## src/rtl/hdb3_pkg.sv

```systemverilog
// Shared symbol, pulse and mode encodings for the HDB3/AMI polarity path.
package hdb3_pkg;

  // Symbols arriving from the substitution encoder.
  localparam logic [1:0] SYM_ZERO = 2'b00;
  localparam logic [1:0] SYM_B    = 2'b01;
  localparam logic [1:0] SYM_BS   = 2'b10;
  localparam logic [1:0] SYM_V    = 2'b11;

  // Ternary pulse codes toward the line driver; 2'b10 is never produced.
  localparam logic [1:0] PUL_ZERO = 2'b00;
  localparam logic [1:0] PUL_POS  = 2'b01;
  localparam logic [1:0] PUL_NEG  = 2'b11;

  localparam logic MODE_HDB3 = 1'b0;
  localparam logic MODE_AMI  = 1'b1;

endpackage

```

## src/rtl/hdb3_polarity_lane.sv

```systemverilog
// One channel of the polarity assigner: alternate-mark / violation polarity,
// saturating running disparity and a sticky coding-violation flag.
module hdb3_polarity_lane
  import hdb3_pkg::*;
#(
  parameter int DISP_W   = 4,
  parameter int DISP_LIM = 2,
  parameter bit INIT_NEG = 1'b1
) (
  input  logic              clk,
  input  logic              rst_n,
  input  logic              in_valid,
  input  logic [1:0]        sym,
  input  logic              mode,
  input  logic              clear_err,
  output logic [1:0]        pulse,
  output logic [DISP_W-1:0] disp,
  output logic              err
);

  localparam logic signed [DISP_W-1:0] DISP_MAX = DISP_W'(2**(DISP_W-1) - 1);
  localparam logic signed [DISP_W-1:0] DISP_MIN = -DISP_MAX;
  localparam logic signed [DISP_W-1:0] LIM      = DISP_W'(DISP_LIM);
  localparam logic signed [DISP_W-1:0] ONE      = DISP_W'(1);

  // Polarity flags: 1 = negative pulse.
  logic                     last_pol, last_v_pol;
  logic                     err_q;
  logic [1:0]               pulse_q;
  logic signed [DISP_W-1:0] disp_q;

  logic                     last_pol_d, last_v_pol_d;
  logic [1:0]               pulse_d;
  logic signed [DISP_W-1:0] disp_d;
  logic                     mark, pol_neg, viol;

  always_comb begin
    // NOTE: every comb output gets a default first so no path leaves it unassigned (no latch).
    mark         = 1'b0;
    pol_neg      = last_pol;
    viol         = 1'b0;
    last_pol_d   = last_pol;
    last_v_pol_d = last_v_pol;

    case (sym)
      SYM_B, SYM_BS: begin
        mark       = 1'b1;
        pol_neg    = ~last_pol;
        last_pol_d = ~last_pol;
      end
      SYM_V: begin
        mark = 1'b1;
        if (mode == MODE_AMI) begin
          // V is illegal in AMI: send it as an ordinary alternating mark.
          pol_neg    = ~last_pol;
          last_pol_d = ~last_pol;
          viol       = 1'b1;
        end else begin
          // A V repeating the previous V's polarity means the substitution parity broke.
          pol_neg      = last_pol;
          viol         = (last_pol == last_v_pol);
          last_v_pol_d = last_pol;
        end
      end
      default: ;
    endcase

    disp_d = disp_q;
    if (mark) begin
      if (pol_neg) begin
        if (disp_q != DISP_MIN) disp_d = disp_q - ONE;
      end else begin
        if (disp_q != DISP_MAX) disp_d = disp_q + ONE;
      end
    end
    viol = viol || (disp_d > LIM) || (disp_d < -LIM);

    if (!mark)        pulse_d = PUL_ZERO;
    else if (pol_neg) pulse_d = PUL_NEG;
    else              pulse_d = PUL_POS;
  end

  always_ff @(posedge clk) begin
    // NOTE: registers use non-blocking assignment so every flop samples pre-edge values.
    if (!rst_n) begin
      last_pol   <= INIT_NEG;
      last_v_pol <= INIT_NEG;
      pulse_q    <= PUL_ZERO;
      disp_q     <= '0;
      err_q      <= 1'b0;
    end else begin
      if (in_valid) begin
        last_pol   <= last_pol_d;
        last_v_pol <= last_v_pol_d;
        pulse_q    <= pulse_d;
        disp_q     <= disp_d;
      end
      // A new violation outranks a simultaneous clear.
      if (in_valid && viol) err_q <= 1'b1;
      else if (clear_err)   err_q <= 1'b0;
    end
  end

  assign pulse = pulse_q;
  assign disp  = disp_q;
  assign err   = err_q;

endmodule

```

## src/rtl/hdb3_polarity_mc.sv

```systemverilog
// Multi-channel HDB3/AMI polarity assigner: NCH independent lanes sharing
// one valid strobe, with a one-cycle registered output.
module hdb3_polarity_mc
  import hdb3_pkg::*;
#(
  parameter int NCH      = 4,
  parameter int DISP_W   = 4,
  parameter int DISP_LIM = 2,
  parameter bit INIT_NEG = 1'b1
) (
  input  logic                  clk,
  input  logic                  rst_n,
  input  logic                  in_valid,
  input  logic [2*NCH-1:0]      sym_in,
  input  logic [NCH-1:0]        mode,
  input  logic                  clear_err,
  output logic                  out_valid,
  output logic [2*NCH-1:0]      sym_out,
  output logic [DISP_W*NCH-1:0] disp,
  output logic [NCH-1:0]        err
);

  always_ff @(posedge clk) begin
    if (!rst_n) out_valid <= 1'b0;
    else        out_valid <= in_valid;
  end

  for (genvar k = 0; k < NCH; k++) begin : g_lane
    hdb3_polarity_lane #(
      .DISP_W   (DISP_W),
      .DISP_LIM (DISP_LIM),
      .INIT_NEG (INIT_NEG)
    ) u_lane (
      .clk       (clk),
      .rst_n     (rst_n),
      .in_valid  (in_valid),
      .sym       (sym_in[2*k +: 2]),
      .mode      (mode[k]),
      .clear_err (clear_err),
      .pulse     (sym_out[2*k +: 2]),
      .disp      (disp[DISP_W*k +: DISP_W]),
      .err       (err[k])
    );
  end

endmodule

```

## config.mk

```make
export PLATFORM = sky130hd
export DESIGN_NAME = hdb3_polarity_mc
export DESIGN_NICKNAME = d
export VERILOG_FILES = /design/src/rtl/hdb3_pkg.sv /design/src/rtl/hdb3_polarity_lane.sv /design/src/rtl/hdb3_polarity_mc.sv
export SDC_FILE = /design/constraint.sdc
export NUM_CORES = 1
export LEC_CHECK = 0
export CORE_MARGIN = 2
export CORE_UTILIZATION = 30
export CTS_CLUSTER_DIAMETER = 200
export CTS_CLUSTER_SIZE = 25
export DETAILED_ROUTE_END_ITERATION = 16
export GPL_TIMING_DRIVEN = 0
export MAX_ROUTING_LAYER = met4
export PLACE_DENSITY = 0.55
export SLEW_MARGIN = 25
export SYNTH_ARGS = -nofsm -noshare
export SYNTH_HDL_FRONTEND = slang
export SYNTH_HIERARCHICAL = 1
export SYNTH_SLANG_ARGS = --single-unit
export TNS_END_PERCENT = 100
```

## constraint.sdc

```tcl
create_clock -name clk -period 3.2 [get_ports clk]
set_input_delay 0.8 -clock clk [delete_from_list [all_inputs] [get_ports clk]]
set_output_delay 0.8 -clock clk [all_outputs]
set_load 0.005 [all_outputs]
```

== Yosys cells after proc, flatten, opt, wreduce, memory -nomap -nowiden ==
Index checks and enable logic that the tools add are counted.

* Bits in registers: 37
* Input bits: 16
* Output and inout bits: 29
* Word-level logic and storage cells: 146

* $add $sub $neg: 8
* $lt $le $gt $ge: 8
* Eq/ne operators: 24
* Mux-type cells: 49
* Bitwise operators: 8
* Reductions and logical operators: 28

{| class="wikitable"
|+ Operator list
! kind !! number
|-
| $mux 4 || 16
|-
| $ne 4x4->1 const B || 8
|-
| $mux 1 || 21
|-
| $add 4x2->4 const B || 4
|-
| $eq 2x2->1 const B || 8
|-
| $gt 4x3->1 const B || 4
|-
| $lt 4x2->1 const B || 4
|-
| $mux 2 || 8
|-
| $sub 4x2->4 const B || 4
|-
| $reduce_and 3->1 || 4
|-
| $reduce_or 3->1 || 4
|-
| $eq 2x1->1 const B || 4
|-
| $logic_or 1x1->1 || 8
|-
| $not 1->1 || 8
|-
| $pmux 1 s2 || 4
|-
| $reduce_bool 2->1 || 4
|-
| $reduce_or 2->1 || 4
|-
| $eq 1x1->1 || 4
|-
| $logic_and 1x1->1 || 4
|}

== Longest topological paths before layout ==
Gate-level depths: netlist of the first run.

* Depth after elaboration: 10
* Mapped depth: 9

== Cells and area by module ==
Netlist of the first run, hierarchy kept.

{| class="wikitable"
|+ By module, submodules not included
! module !! times used !! cells an instance !! area an instance (sq um)
|-
| hdb3_polarity_lane (g_lane[0].u_lane ...) || 3 || 95 || 813.3
|-
| hdb3_polarity_lane (g_lane[3].u_lane) || 1 || 98 || 807.0
|-
| hdb3_polarity_mc || 1 || 2 || 26.3
|}

== Worst setup path after synthesis of the first run ==
No wires, ideal clock.

* Kind: input-to-reg
* Start: input port sym_in[0]
* End: register g_lane[0].u_lane.err_q
* Arrival: 2.237 ns
* Data required time: 3.072 ns
* Slack: 0.835 ns
* Stages on the path: 8
* Path buffers: 0
* Path through: inv_1 ha_1 a21oi_1 nor3_4 nor4b_4 o211ai_2 a2111oi_4 a211oi_2

* Longest elaborated chain between the ends: 10
* Elaborated cells on any way between the ends: 17

{| class="wikitable"
|+ Ends and longest elaborated chain
! what !! RTL line !! source
|-
| from (decl) || hdb3_polarity_mc.sv:14 || <nowiki>input logic [2*NCH-1:0] sym_in,</nowiki>
|-
| $eq 2x1->1 or $eq 2x2->1 (tied branches) || hdb3_polarity_lane.sv:45 || <nowiki>case (sym)</nowiki>
|-
| $reduce_or 2->1 || hdb3_polarity_lane.sv:45 ||
|-
| $pmux 1 s2 || hdb3_polarity_lane.sv:45 ||
|-
| $mux 4 || hdb3_polarity_lane.sv:70 || <nowiki>if (pol_neg) begin</nowiki>
|-
| $mux 4 || hdb3_polarity_lane.sv:69 || <nowiki>if (mark) begin</nowiki>
|-
| $gt 4x3->1 || hdb3_polarity_lane.sv:76 || <nowiki>viol = viol || (disp_d > LIM) || (disp_d < -LIM);</nowiki>
|-
| $logic_or 1x1->1 || hdb3_polarity_lane.sv:76 ||
|-
| $logic_or 1x1->1 * || hdb3_polarity_lane.sv:76 ||
|-
| $logic_and 1x1->1 * || hdb3_polarity_lane.sv:99 || <nowiki>if (in_valid && viol) err_q <= 1'b1;</nowiki>
|-
| $mux 1 or $reduce_bool 2->1 (tied branches) || - ||
|-
| to (signal assigned) || hdb3_polarity_lane.sv:90 || <nowiki>err_q <= 1'b0;</nowiki>
|-
| to (signal assigned) || hdb3_polarity_lane.sv:99 ||
|-
| to (signal assigned) || hdb3_polarity_lane.sv:100 || <nowiki>else if (clear_err) err_q <= 1'b0;</nowiki>
|-
| to (decl) || hdb3_polarity_lane.sv:28 || <nowiki>logic err_q;</nowiki>
|}

Mark *: on every way between the ends. The rest lies on a longest branch, timed or not.
A chain may end at the register's enable or synchronous reset.

==> results of run 1 <==
metal layers:
| metal | wire (um) | vias to the layer above | track usage, % |
|---|---|---|---|
| met5 | 0 | - | - |
| met4 | 65 | 0 | 3.388 |
| met3 | 346 | 11 | 2.773 |
| met2 | 3659 | 66 | 22.10 |
| met1 | 4027 | 1393 | 18.71 |
| li1 | - | 1508 | - |
power breakdown:
part           internal, W  switching [W]
Combinational     0.000290       0.000306
Sequential        0.000500      0.0000448
Clock             0.000227       0.000188
Total              0.00102       0.000539
worst max-delay path by stage:
stage               cells after the start  slack [ps]       from                       end
floorplan                               8         830  sym_in[0]      g_lane[0].u_lane/err
CTS                                     6         420   in_valid  g_lane[1].u_lane/disp[1]
global placement                        6         110   in_valid  g_lane[0].u_lane/disp[1]
global route                            6         310   in_valid  g_lane[0].u_lane/disp[1]
detailed placement                      6         100   in_valid  g_lane[1].u_lane/disp[1]
finish                                  6         470   in_valid  g_lane[0].u_lane/disp[1]
worst max-delay path, cell delays in order:
cell and delay, ps:
sky130_fd_sc_hd__clkdlybuf4s50_1 980, sky130_fd_sc_hd__inv_1 260, sky130_fd_sc_hd__nor2_1 390, sky130_fd_sc_hd__nand2_1 190, sky130_fd_sc_hd__o221ai_1 190, sky130_fd_sc_hd__and2_1 140
cell type report:
type,count,area (um^2)
Multi-Input combinational cell,304,2298
Clock buffer,5,68.82
Buffer,16,125.1
Inverter,28,108.9
Fill cell,1148,6758
Clock inverter,2,35.03
Timing Repair Buffer,44,435.4
Sequential cell,37,740.7
Tap cell,140,175.2
cells by family (layout without fill, tap and decap cells):
logic type,count (synthesis),count (layout),synth area share (%)
xor+xnor,10,10,2.676
simple gates,136,136,26.03
buf+inv,44,95,7.148
fa+ha+maj,20,20,7.645
compound gates,129,129,31.12
mux,9,9,2.752
flops,37,37,22.63
flip-flops by register name, summed over array words and instances (netlist names):
name                      flops
g_lane.u_lane/last_pol        4
g_lane.u_lane/disp           16
g_lane.u_lane/last_v_pol      4
g_lane.u_lane/pulse           8
g_lane.u_lane/err             4
out_valid                     1
metrics by stage:
step / worst slack [ps] / instance area (um^2)
floorplan: 835.0 / 3273
global placement: 114.5 / 3889
detailed placement: 101.5 / 3884
CTS: 422.6 / 3988
global route: 307.1 / 3988
finish: 474.7 / 3988
synth_stat cells, types with 8 or more instances:
cell / instances / area share (%)
sky130_fd_sc_hd__dfxtp_1: 37 / 23
sky130_fd_sc_hd__nor3_1: 14 / 2.1
sky130_fd_sc_hd__nand2b_1: 8 / 1.5
sky130_fd_sc_hd__ha_1: 20 / 7.6
sky130_fd_sc_hd__inv_1: 25 / 2.9
sky130_fd_sc_hd__mux2i_1: 9 / 2.8
sky130_fd_sc_hd__a21oi_1: 19 / 2.9
sky130_fd_sc_hd__nand2_1: 28 / 3.2
sky130_fd_sc_hd__nand3b_1: 8 / 1.8
sky130_fd_sc_hd__nand3_1: 11 / 1.7
sky130_fd_sc_hd__nor2_1: 20 / 2.3
sky130_fd_sc_hd__o21ai_0: 27 / 4.1
==> run_summary.xml, run 1 <==
<?xml version="1.0" encoding="UTF-8"?>
<metrics>
  <group name="status">
    <metric name="outcome" unit="">finished clean</metric>
  </group>
  <group name="yosys">
    <metric name="synth-edff-count" unit="">0</metric>
    <metric name="syn-cell-area" unit="mm^2">0.003273</metric>
    <metric name="synth_top_flop_cell" unit="">sky130_fd_sc_hd__dfxtp_1</metric>
    <metric name="postSynthRegisterBits" unit="">37</metric>
    <metric name="synth.yosys.warnings" unit="">6</metric>
    <metric name="synth_async_sr_flop_share" unit="%">0</metric>
    <metric name="synth.avg_cell_area" unit="um^2">8.502</metric>
    <metric name="postSynthCellCount" unit="">385</metric>
    <metric name="synth.yosys.seq_area_share" unit="%">22.63</metric>
    <metric name="synth_cell_types" unit="">60</metric>
    <metric name="syn-num-nets" unit="">421</metric>
  </group>
  <group name="power_and_ir_drop">
    <metric name="pwr_density_cell" unit="mW/mm^2">390.1</metric>
    <metric name="power.leakage" unit="nW">1.574</metric>
    <metric name="totalPowerFinal" unit="W">0.001556</metric>
    <metric name="worst_ir_drop_vdd" unit="mV">0.1852</metric>
  </group>
  <group name="setup_path">
    <metric name="worstSetupEndpointType" unit="">register</metric>
    <metric name="rr_worst_depth" unit="">8</metric>
    <metric name="capturing_point_of_the_worst_reg2reg_path" unit="">g_lane[1].u_lane/err</metric>
    <metric name="startpoint_type" unit="">primary input</metric>
    <metric name="reg2reg_slack" unit="ps">1070</metric>
    <metric name="worstSetupPathType" unit="">in2reg</metric>
    <metric name="critPathMaxFanout" unit="">17</metric>
    <metric name="worst_ep_arrival_time" unit="ps">2960</metric>
    <metric name="regToRegStartpoint" unit="">g_lane[1].u_lane/disp[1]</metric>
    <metric name="critical_path_required" unit="ps">3440</metric>
  </group>
  <group name="layout">
    <metric name="final_core_util" unit="%">37.11</metric>
    <metric name="layout_common_cells" unit="">sky130_fd_sc_hd__clkdlybuf4s50_1 (43), sky130_fd_sc_hd__dfxtp_1 (37), sky130_fd_sc_hd__nand2_1 (28), sky130_fd_sc_hd__o21ai_0 (27), sky130_fd_sc_hd__inv_1 (25)</metric>
    <metric name="drive_above_1_share" unit="%">15.83</metric>
    <metric name="post_layout_nets" unit="">472</metric>
    <metric name="most_common_cell_after_layout_fill_and_taps_aside" unit="">sky130_fd_sc_hd__clkdlybuf4s50_1</metric>
    <metric name="layoutNonFillerInstCount" unit="">576</metric>
    <metric name="flow.area_growth_from_synthesis" unit="%">21.83</metric>
    <metric name="antenna_cells_inserted" unit="">0</metric>
  </group>
  <group name="cts">
    <metric name="insertion_delay" unit="ps">300</metric>
    <metric name="ctsHoldBuffers" unit="">0</metric>
    <metric name="numClockSinks" unit="">37</metric>
    <metric name="post_cts_resize_count" unit="">0</metric>
    <metric name="cts.repair_timing.setup_buffer_count" unit="">0</metric>
    <metric name="num_cts_buffers" unit="">5</metric>
    <metric name="cts_htree_levels" unit="">2</metric>
    <metric name="clk_transition_reported_paths" unit="ps">80</metric>
    <metric name="cts_tree" unit="">yes</metric>
    <metric name="clock_path_buffers" unit="">2</metric>
    <metric name="ctsRootBufferMaster" unit="">sky130_fd_sc_hd__clkbuf_8</metric>
  </group>
  <group name="place">
    <metric name="post-dp-hpwl" unit="mm">5.908</metric>
    <metric name="dp.cells" unit="">569</metric>
    <metric name="gpl.final_weighted_congestion" unit="">0.8354</metric>
    <metric name="numPortBuffers" unit="">44</metric>
  </group>
  <group name="route">
    <metric name="vias_per_cell" unit="">5.170</metric>
    <metric name="ant_nets" unit="">0</metric>
    <metric name="vias" unit="">2978</metric>
    <metric name="detailed_routing_iterations_pass_1" unit="">4</metric>
    <metric name="postRouteWirelength" unit="mm">8.099</metric>
    <metric name="first_iter_violations" unit="">137</metric>
    <metric name="post-route-drc-count" unit="">0</metric>
    <metric name="wire_per_inst" unit="um">14.06</metric>
  </group>
  <group name="timing">
    <metric name="rsz_0062_raised_after_global_routing" unit="">false</metric>
    <metric name="hold-worst-slack" unit="ps">484.4</metric>
    <metric name="fin_worst_skew" unit="ps">9.088</metric>
    <metric name="setup_tns_after_final_layout" unit="ps">0</metric>
    <metric name="timing_hold_violations_final" unit="">0</metric>
    <metric name="setup-violations-final" unit="">0</metric>
    <metric name="maxClockFrequency" unit="MHz">366.9</metric>
    <metric name="drv_slew" unit="">0</metric>
    <metric name="fin_crit_sh" unit="%">85.17</metric>
    <metric name="max_slew_margin" unit="%">47.48</metric>
    <metric name="final_period_minus_worst_setup_slack" unit="ps">2725</metric>
    <metric name="worst_pin_slew" unit="ps">785.3</metric>
  </group>
  <group name="floorplan">
    <metric name="die_w" unit="um">108.5</metric>
    <metric name="start_util" unit="%">30.46</metric>
    <metric name="dieArea" unit="mm^2">0.01176</metric>
    <metric name="core_area" unit="mm^2">0.01075</metric>
    <metric name="fp-row-count" unit="">38</metric>
    <metric name="die_outline_height" unit="um">108.5</metric>
    <metric name="io-pin-count" unit="">45</metric>
  </group>
  <group name="run">
    <metric name="drv.max_cap_violation_count" unit="">0</metric>
  </group>
  <group name="global_routing">
    <metric name="grt_pass1_vias" unit="">2770</metric>
    <metric name="number_of_antenna_violations_at_the_first_check_in_global_routing" unit="">0</metric>
    <metric name="grt.total_usage" unit="%">14.11</metric>
    <metric name="grt_max_degree" unit="">38</metric>
    <metric name="global_route.overflow_total" unit="">0</metric>
    <metric name="grt_first_pass_wirelength" unit="mm">13.10</metric>
  </group>
  <group name="worst_hold_path">
    <metric name="hold_path.class" unit="">reg2reg</metric>
    <metric name="worst_hold_path.endpoint" unit="">g_lane[2].u_lane/pulse[1]</metric>
    <metric name="timing.hold.worst_path_depth" unit="">2</metric>
    <metric name="worstHoldStart" unit="">g_lane[2].u_lane/pulse[1]</metric>
  </group>
</metrics>
Note: power is estimated with default switching activity, not from simulation.
==> run 2, diff against run 1 <==
--- a/config.mk
+++ b/config.mk
@@ -13,6 +13,7 @@
 export GPL_TIMING_DRIVEN = 0
 export MAX_ROUTING_LAYER = met4
 export PLACE_DENSITY = 0.55
+export REMOVE_ABC_BUFFERS = 1
 export SLEW_MARGIN = 25
 export SYNTH_ARGS = -nofsm -noshare
 export SYNTH_HDL_FRONTEND = slang
==> run 2 against run 1 <==
Sequential power rose by 5.0%. Sequential share of layout area rose by 0.78 points. Maximum frequency fell by 4.0%. Combinational power fell by 8.9%. Design area fell by 4.0%. Register-to-register slack improved by 60 ps. Die area did not move. Setup slack got worse by 110 ps. First-iteration DRC count fell by 50%. Clock skew barely moved. Worst hold slack got worse by 2.5 ps.
==> run_summary.xml, run 2 (synthesis results as in run 1) <==
<?xml version="1.0" encoding="UTF-8"?>
<metrics>
  <group name="cts">
    <metric name="numClockSinks" unit="">37</metric>
    <metric name="cts_tree" unit="">yes</metric>
    <metric name="insertion_delay" unit="ps">280</metric>
    <metric name="num_cts_buffers" unit="">5</metric>
    <metric name="ctsRootBufferMaster" unit="">sky130_fd_sc_hd__clkbuf_8</metric>
    <metric name="cts.repair_timing.setup_buffer_count" unit="">0</metric>
    <metric name="clk_transition_reported_paths" unit="ps">80</metric>
    <metric name="clock_path_buffers" unit="">2</metric>
    <metric name="cts_htree_levels" unit="">2</metric>
    <metric name="ctsHoldBuffers" unit="">0</metric>
    <metric name="post_cts_resize_count" unit="">0</metric>
  </group>
  <group name="floorplan">
    <metric name="fp-row-count" unit="">38</metric>
    <metric name="io-pin-count" unit="">45</metric>
    <metric name="core_area" unit="mm^2">0.01075</metric>
    <metric name="dieArea" unit="mm^2">0.01176</metric>
    <metric name="start_util" unit="%">30.46</metric>
    <metric name="die_outline_height" unit="um">108.5</metric>
    <metric name="die_w" unit="um">108.5</metric>
  </group>
  <group name="setup_path">
    <metric name="critical_path_s_top_delay_family" unit="">compound AO/OA/AOI/OAI gates</metric>
    <metric name="critical-path-slowest-cell" unit="">sky130_fd_sc_hd__clkdlybuf4s50_1</metric>
    <metric name="critPathMaxFanout" unit="">10</metric>
    <metric name="cp_cell_sequence" unit="">clkdlybuf4s50_1, inv_1, ha_1, clkinv_2, a21oi_2, o32a_2, o211ai_2, a2111oi_4, a211oi_2</metric>
    <metric name="worst_ep_arrival_time" unit="ps">3010</metric>
    <metric name="worstSetupEndpointType" unit="">register</metric>
    <metric name="critical_path_required" unit="ps">3370</metric>
    <metric name="startpoint_type" unit="">primary input</metric>
    <metric name="cpPeakStageDelay" unit="ps">430</metric>
    <metric name="count_of_buffering_cells_on_the_critical_path_with_inverters_included" unit="">3</metric>
    <metric name="worstSetupPathType" unit="">in2reg</metric>
  </group>
  <group name="route">
    <metric name="ant_nets" unit="">0</metric>
    <metric name="vias_per_cell" unit="">5.215</metric>
    <metric name="wire_per_inst" unit="um">13.69</metric>
    <metric name="post-route-drc-count" unit="">0</metric>
    <metric name="first_iter_violations" unit="">69</metric>
    <metric name="postRouteWirelength" unit="mm">7.650</metric>
    <metric name="detailed_routing_iterations_pass_1" unit="">4</metric>
    <metric name="vias" unit="">2915</metric>
  </group>
  <group name="place">
    <metric name="gpl.final_weighted_congestion" unit="">0.8629</metric>
    <metric name="post-dp-hpwl" unit="mm">5.624</metric>
    <metric name="numPortBuffers" unit="">44</metric>
    <metric name="dpl-instance-area" unit="mm^2">0.003759</metric>
  </group>
  <group name="global_routing">
    <metric name="global_route.overflow_total" unit="">0</metric>
    <metric name="grt.total_usage" unit="%">13.77</metric>
    <metric name="number_of_antenna_violations_at_the_first_check_in_global_routing" unit="">0</metric>
    <metric name="grt_max_degree" unit="">38</metric>
    <metric name="grt_first_pass_wirelength" unit="mm">12.93</metric>
    <metric name="grt_pass1_vias" unit="">2741</metric>
  </group>
  <group name="power_and_ir_drop">
    <metric name="worst_ir_drop_vdd" unit="mV">0.1535</metric>
    <metric name="pwr_density_cell" unit="mW/mm^2">372.7</metric>
    <metric name="power.leakage" unit="nW">1.478</metric>
  </group>
  <group name="layout">
    <metric name="antenna_cells_inserted" unit="">0</metric>
    <metric name="post_layout_nets" unit="">456</metric>
    <metric name="drive_above_1_share" unit="%">12.65</metric>
    <metric name="layout_common_cells" unit="">sky130_fd_sc_hd__clkdlybuf4s50_1 (42), sky130_fd_sc_hd__dfxtp_1 (37), sky130_fd_sc_hd__nand2_1 (28), sky130_fd_sc_hd__o21ai_0 (27), sky130_fd_sc_hd__inv_1 (25)</metric>
    <metric name="largest_reg_flops" unit="">16</metric>
    <metric name="final_core_util" unit="%">35.62</metric>
    <metric name="post-route-cell-area" unit="mm^2">0.003827</metric>
    <metric name="flow.area_growth_from_synthesis" unit="%">16.93</metric>
    <metric name="most_common_cell_after_layout_fill_and_taps_aside" unit="">sky130_fd_sc_hd__clkdlybuf4s50_1</metric>
  </group>
  <group name="timing">
    <metric name="maxClockFrequency" unit="MHz">352.1</metric>
    <metric name="setup_tns_after_final_layout" unit="ps">0</metric>
    <metric name="setup-violations-final" unit="">0</metric>
    <metric name="final_period_minus_worst_setup_slack" unit="ps">2840</metric>
    <metric name="worst_pin_slew" unit="ps">638.1</metric>
    <metric name="fin_crit_sh" unit="%">88.74</metric>
    <metric name="drv_slew" unit="">0</metric>
    <metric name="fin_worst_skew" unit="ps">8.675</metric>
    <metric name="rsz_0062_raised_after_global_routing" unit="">false</metric>
    <metric name="max_slew_margin" unit="%">57.46</metric>
    <metric name="timing_hold_violations_final" unit="">0</metric>
  </group>
  <group name="worst_hold_path">
    <metric name="hold_path.class" unit="">reg2reg</metric>
  </group>
  <group name="run">
    <metric name="drv.max_cap_violation_count" unit="">0</metric>
  </group>
  <group name="status">
    <metric name="outcome" unit="">finished clean</metric>
  </group>
</metrics>
[run 2: cell types whose count changed in the layout (fill, tap and decap cells not counted), sizes merged]
cell / previous run / this run
buf: 17 / 2
clkdlybuf4s50: 43 / 42
bufinv: 1 / 0
[run 2: path summary, 6_finish.rpt]
kind	start	end	slack (ps)	cells after the start
setup reg to reg	g_lane[0].u_lane/disp[1]	g_lane[0].u_lane/err	1130	8
hold reg to reg	g_lane[0].u_lane/pulse[1]	g_lane[0].u_lane/pulse[1]	480	2
setup / recovery	sym_in[1]	g_lane[0].u_lane/err	360	9
hold / removal	g_lane[0].u_lane/pulse[1]	g_lane[0].u_lane/pulse[1]	480	2
[run 2: worst reg2reg max path, cell delays in order, from the launching register on]
cell and delay [ps]:
sky130_fd_sc_hd__dfxtp_1 490, sky130_fd_sc_hd__inv_1 100, sky130_fd_sc_hd__ha_1 220, sky130_fd_sc_hd__a21bo_2 210, sky130_fd_sc_hd__mux2i_1 180, sky130_fd_sc_hd__o32a_2 210, sky130_fd_sc_hd__o211ai_2 120, sky130_fd_sc_hd__a2111oi_4 370
sky130_fd_sc_hd__a211oi_2 50
[run 2: per-layer routing]
metal	global-route usage, %	share of wire [%]	vias to the layer above
li1	-	-	1482
met1	18.21	49	1370
met2	21.52	45	59
met3	2.652	4.7	4
met4	3.571	0.81	0
met5	-	0	-
[run 2: stage by stage]
| stage | setup slack (ps) | hold WS (ps) | total power (W) | std cells |
|---|---|---|---|---|
| 2_1_floorplan | 792.5 | 456.5 | 0.0009444 | 369 |
| 6_report | 360.2 | 481.9 | 0.001427 | 559 |
| 5_1_grt | 154.6 | 507.4 | 0.001533 | 559 |
| 3_5_place_dp | 6.773 | 471.7 | 0.001124 | 553 |
| 3_3_place_gp | -69.95 | 465.4 | 0.001119 | 553 |
| 4_1_cts | 311.3 | 486.6 | 0.001448 | 559 |
[run 2: area by class of cell]
cell class,count,area (um^2)
Clock buffer,5,68.82
Clock inverter,1,5.005
Fill cell,1160,6918
Inverter,28,108.9
Multi-Input combinational cell,304,2298
Sequential cell,37,740.7
Tap cell,140,175.2
Timing Repair Buffer,44,430.4
[run 2: report_power, final]
part	switching [W]	internal (W)
combinational	0.000271	0.000271
clock	0.000169	0.000144
sequential	0.0000717	0.000500
total	0.000511	0.000915
==> run 3, diff against run 2 <==
--- a/config.mk
+++ b/config.mk
@@ -5,6 +5,7 @@
 export SDC_FILE = /design/constraint.sdc
 export NUM_CORES = 1
 export LEC_CHECK = 0
+export ABC_AREA = 1
 export CORE_MARGIN = 2
 export CORE_UTILIZATION = 30
 export CTS_CLUSTER_DIAMETER = 200
==> constraint.sdc (replaced) <==
create_clock -name clk -period 2.64 [get_ports clk]
set_input_delay 0.66 -clock clk [delete_from_list [all_inputs] [get_ports clk]]
set_output_delay 0.66 -clock clk [all_outputs]
set_load 0.005 [all_outputs]
==> run 3 against run 2 <==
Power grew 14%. Non-clock buffer count did not move. Sequential cell count did not move. Worst hold slack worse by 15 ps. Sequential power rose by 19%. Via count rose by 0.99%. Clock power rose by 21%. Synthesized area down 8.6%. Global-route usage shrank 0.60 points. Clock skew decreased by 4.0 ps. Count of clock-buffer cells in the layout grew 1. First-iteration DRC count up 1.4%. Largest cell class unchanged.
==> run_summary.xml, run 3 <==
<?xml version="1.0" encoding="UTF-8"?>
<metrics>
  <group name="status">
    <metric name="outcome" unit="">finished clean</metric>
  </group>
  <group name="global_routing">
    <metric name="grt_max_degree" unit="">27</metric>
    <metric name="grt_pass1_vias" unit="">2738</metric>
    <metric name="number_of_antenna_violations_at_the_first_check_in_global_routing" unit="">0</metric>
    <metric name="grt_first_pass_wirelength" unit="mm">12.10</metric>
    <metric name="grt.total_usage" unit="%">13.17</metric>
    <metric name="global_route.overflow_total" unit="">0</metric>
  </group>
  <group name="yosys">
    <metric name="synth.yosys.seq_area_share" unit="%">24.76</metric>
    <metric name="synth_most_common_cell" unit="">sky130_fd_sc_hd__nand2_1</metric>
    <metric name="synth.avg_cell_area" unit="um^2">6.532</metric>
    <metric name="synth-edff-count" unit="">0</metric>
    <metric name="postSynthRegisterBits" unit="">37</metric>
    <metric name="netlist.area_leader.share" unit="%">24.76</metric>
    <metric name="syn-cell-area" unit="mm^2">0.002992</metric>
    <metric name="synth.largest_area_cell" unit="">sky130_fd_sc_hd__dfxtp_1</metric>
    <metric name="synthTopCellsByCount" unit="">sky130_fd_sc_hd__nand2_1 (137), sky130_fd_sc_hd__inv_1 (53), sky130_fd_sc_hd__a21oi_1 (38)</metric>
    <metric name="synth.yosys.warnings" unit="">6</metric>
    <metric name="synth_async_sr_flop_share" unit="%">0</metric>
    <metric name="synth.top_cells.by_area" unit="">sky130_fd_sc_hd__dfxtp_1 (25%), sky130_fd_sc_hd__nand2_1 (17%), sky130_fd_sc_hd__ha_1 (8.4%)</metric>
    <metric name="synth_top_flop_cell" unit="">sky130_fd_sc_hd__dfxtp_1</metric>
    <metric name="synth_cell_types" unit="">23</metric>
    <metric name="postSynthCellCount" unit="">458</metric>
  </group>
  <group name="place">
    <metric name="numPortBuffers" unit="">44</metric>
    <metric name="dpl-instance-area" unit="mm^2">0.003546</metric>
    <metric name="post-place-ws" unit="ps">-329.2</metric>
    <metric name="gpl.final_weighted_congestion" unit="">0.8544</metric>
    <metric name="post-dp-hpwl" unit="mm">5.277</metric>
  </group>
  <group name="layout">
    <metric name="antenna_cells_inserted" unit="">0</metric>
    <metric name="post_layout_nets" unit="">538</metric>
    <metric name="most_common_cell_after_layout_fill_and_taps_aside" unit="">sky130_fd_sc_hd__nand2_1</metric>
    <metric name="flow.area_growth_from_synthesis" unit="%">21.12</metric>
    <metric name="layout_common_cells" unit="">sky130_fd_sc_hd__nand2_1 (137), sky130_fd_sc_hd__inv_1 (53), sky130_fd_sc_hd__clkdlybuf4s50_1 (43), sky130_fd_sc_hd__a21oi_1 (38), sky130_fd_sc_hd__dfxtp_1 (37)</metric>
    <metric name="drive_above_1_share" unit="%">13.32</metric>
    <metric name="fillCellCount" unit="">1075</metric>
    <metric name="largest_reg_flops" unit="">16</metric>
    <metric name="post-route-cell-area" unit="mm^2">0.003623</metric>
  </group>
  <group name="timing">
    <metric name="setup-violations-final" unit="">0</metric>
    <metric name="fin_worst_skew" unit="ps">4.687</metric>
    <metric name="max_slew_margin" unit="%">45.83</metric>
    <metric name="fin_crit_sh" unit="%">87.50</metric>
    <metric name="setup_ws" unit="ps">330.1</metric>
    <metric name="drv_slew" unit="">0</metric>
    <metric name="rsz_0062_raised_after_global_routing" unit="">false</metric>
    <metric name="maxClockFrequency" unit="MHz">432.9</metric>
    <metric name="worst_pin_slew" unit="ps">810.0</metric>
    <metric name="timing_hold_violations_final" unit="">0</metric>
    <metric name="final_period_minus_worst_setup_slack" unit="ps">2310</metric>
  </group>
  <group name="setup_path">
    <metric name="startpoint_type" unit="">primary input</metric>
    <metric name="worstSetupEndpointType" unit="">register</metric>
    <metric name="critical_path_required" unit="ps">2850</metric>
    <metric name="worst_ep_arrival_time" unit="ps">2520</metric>
    <metric name="worstSetupPathType" unit="">in2reg</metric>
    <metric name="critPathMaxFanout" unit="">7</metric>
    <metric name="reg2reg_slack" unit="ps">740</metric>
  </group>
  <group name="power_and_ir_drop">
    <metric name="power.leakage" unit="nW">1.681</metric>
    <metric name="clkPwrFrac" unit="%">23.1</metric>
    <metric name="power.sequential.fraction" unit="%">41.6</metric>
    <metric name="power.share.combinational" unit="%">35.3</metric>
    <metric name="pwr_density_cell" unit="mW/mm^2">450.2</metric>
    <metric name="swShare" unit="%">36.07</metric>
    <metric name="cellInternalPower" unit="W">0.001043</metric>
    <metric name="p_switching" unit="W">0.0005885</metric>
    <metric name="worst_ir_drop_vdd" unit="mV">0.2825</metric>
  </group>
  <group name="cts">
    <metric name="cts_htree_levels" unit="">2</metric>
    <metric name="ctsRootBufferMaster" unit="">sky130_fd_sc_hd__clkbuf_8</metric>
    <metric name="insertion_delay" unit="ps">280</metric>
    <metric name="clock_path_buffers" unit="">2</metric>
    <metric name="num_cts_buffers" unit="">5</metric>
    <metric name="cts.repair_timing.setup_buffer_count" unit="">0</metric>
    <metric name="clk_transition_reported_paths" unit="ps">70</metric>
    <metric name="numClockSinks" unit="">37</metric>
    <metric name="cts_tree" unit="">yes</metric>
  </group>
  <group name="floorplan">
    <metric name="io-pin-count" unit="">45</metric>
    <metric name="core_area" unit="mm^2">0.009729</metric>
    <metric name="die_outline_height" unit="um">103.9</metric>
    <metric name="fp-row-count" unit="">36</metric>
    <metric name="die_w" unit="um">103.9</metric>
    <metric name="dieArea" unit="mm^2">0.01079</metric>
    <metric name="start_util" unit="%">30.75</metric>
  </group>
  <group name="route">
    <metric name="ant_nets" unit="">0</metric>
    <metric name="vias_per_cell" unit="">4.629</metric>
    <metric name="vias" unit="">2944</metric>
    <metric name="postRouteWirelength" unit="mm">6.863</metric>
    <metric name="detailed_routing_iterations_pass_1" unit="">4</metric>
    <metric name="post-route-drc-count" unit="">0</metric>
    <metric name="wire_per_inst" unit="um">10.79</metric>
    <metric name="first_iter_violations" unit="">70</metric>
  </group>
  <group name="run">
    <metric name="drv.max_cap_violation_count" unit="">0</metric>
  </group>
  <group name="worst_hold_path">
    <metric name="hold_path.class" unit="">reg2reg</metric>
  </group>
</metrics>
==> run 3: cell type report <==
cell class | count | area (um^2) | area share, %
inverter | 78 | 292.8 | 8.080
clock buffer | 6 | 72.57 | 2.003
timing repair buffer | 44 | 435.4 | 12.02
sequential | 37 | 740.7 | 20.44
clock inverter | 2 | 10.01 | 0.2762
tap | 133 | 166.4 | 4.593
multi-input combinational | 336 | 1906 | 52.59
==> run 3: path summary, 6_finish.rpt <==
check                                               start                        end  cells past startpoint
worst min-delay path            g_lane[2].u_lane/pulse[1]  g_lane[2].u_lane/pulse[1]                      2
worst min register to register  g_lane[2].u_lane/pulse[1]  g_lane[2].u_lane/pulse[1]                      2
worst max register to register   g_lane[1].u_lane/disp[0]       g_lane[1].u_lane/err                     11
worst max-delay path                            sym_in[6]       g_lane[3].u_lane/err                     16
==> run 3: what timing repair did <==
action	CTS	global route
hold buffers	0	0
gates resized for setup	1	0
setup endpoints to repair	8	0
==> run 3: per-layer routing <==
| layer | track usage (%) | vias to the layer above | share of wire [%] |
|---|---|---|---|
| met5 | - | - | 0 |
| met4 | 1.351 | 0 | 0 |
| met3 | 2.318 | 0 | 3.0 |
| met2 | 21.85 | 41 | 48 |
| met1 | 17.44 | 1349 | 49 |
| li1 | - | 1554 | - |
==> run 3: per-stage QoR <==
stage | setup TNS (ps) | power [W] | std cells | hold slack [ps] | utilization, %
2_1_floorplan | 0 | 0.001070 | 451 | 460.8 | -
3_3_place_gp | -6539 | 0.001265 | 628 | 458.8 | 36.45
3_5_place_dp | -5322 | 0.001270 | 628 | 458.9 | 36.45
4_1_cts | 0 | 0.001653 | 636 | 471.7 | 37.28
5_1_grt | 0 | 0.001767 | 636 | 486.5 | 37.24
6_report | 0 | 0.001631 | 636 | 466.9 | 37.24
==> run 3: logic make-up (layout without fill, tap and decap cells) <==
| logic type | after synthesis | after routing | share of synthesized area [%] |
|---|---|---|---|
| xor+xnor | 16 | 16 | 5.437 |
| fa+ha+maj | 20 | 20 | 8.365 |
| buf+inv | 85 | 130 | 11.54 |
| flops | 37 | 37 | 24.76 |
| simple gates | 237 | 237 | 37.93 |
| compound gates | 63 | 63 | 11.96 |
==> run 3: power by group through the flow <==
stage               Combinational [W]  Clock [W]  Sequential [W]
floorplan                    0.000393          0        0.000677
global placement             0.000574          0        0.000691
detailed placement           0.000578          0        0.000691
CTS                          0.000581   0.000393        0.000679
global route                 0.000661   0.000418        0.000688
finish                       0.000576   0.000378        0.000678
==> run 3: critical path, cell delays in order <==
cell	delay (ps)
sky130_fd_sc_hd__clkdlybuf4s50_1	480
sky130_fd_sc_hd__inv_1	50
sky130_fd_sc_hd__ha_1	280
sky130_fd_sc_hd__inv_1	180
sky130_fd_sc_hd__nand3_2	150
sky130_fd_sc_hd__nand2_1	110
sky130_fd_sc_hd__nand2_1	60
sky130_fd_sc_hd__nand2_1	50
sky130_fd_sc_hd__nand2_1	50
sky130_fd_sc_hd__nand2_1	70
sky130_fd_sc_hd__nand2_1	50
sky130_fd_sc_hd__nand2_1	50
sky130_fd_sc_hd__nand2_1	40
sky130_fd_sc_hd__nand2_1	50
sky130_fd_sc_hd__nand2_1	60
sky130_fd_sc_hd__a21oi_2	130
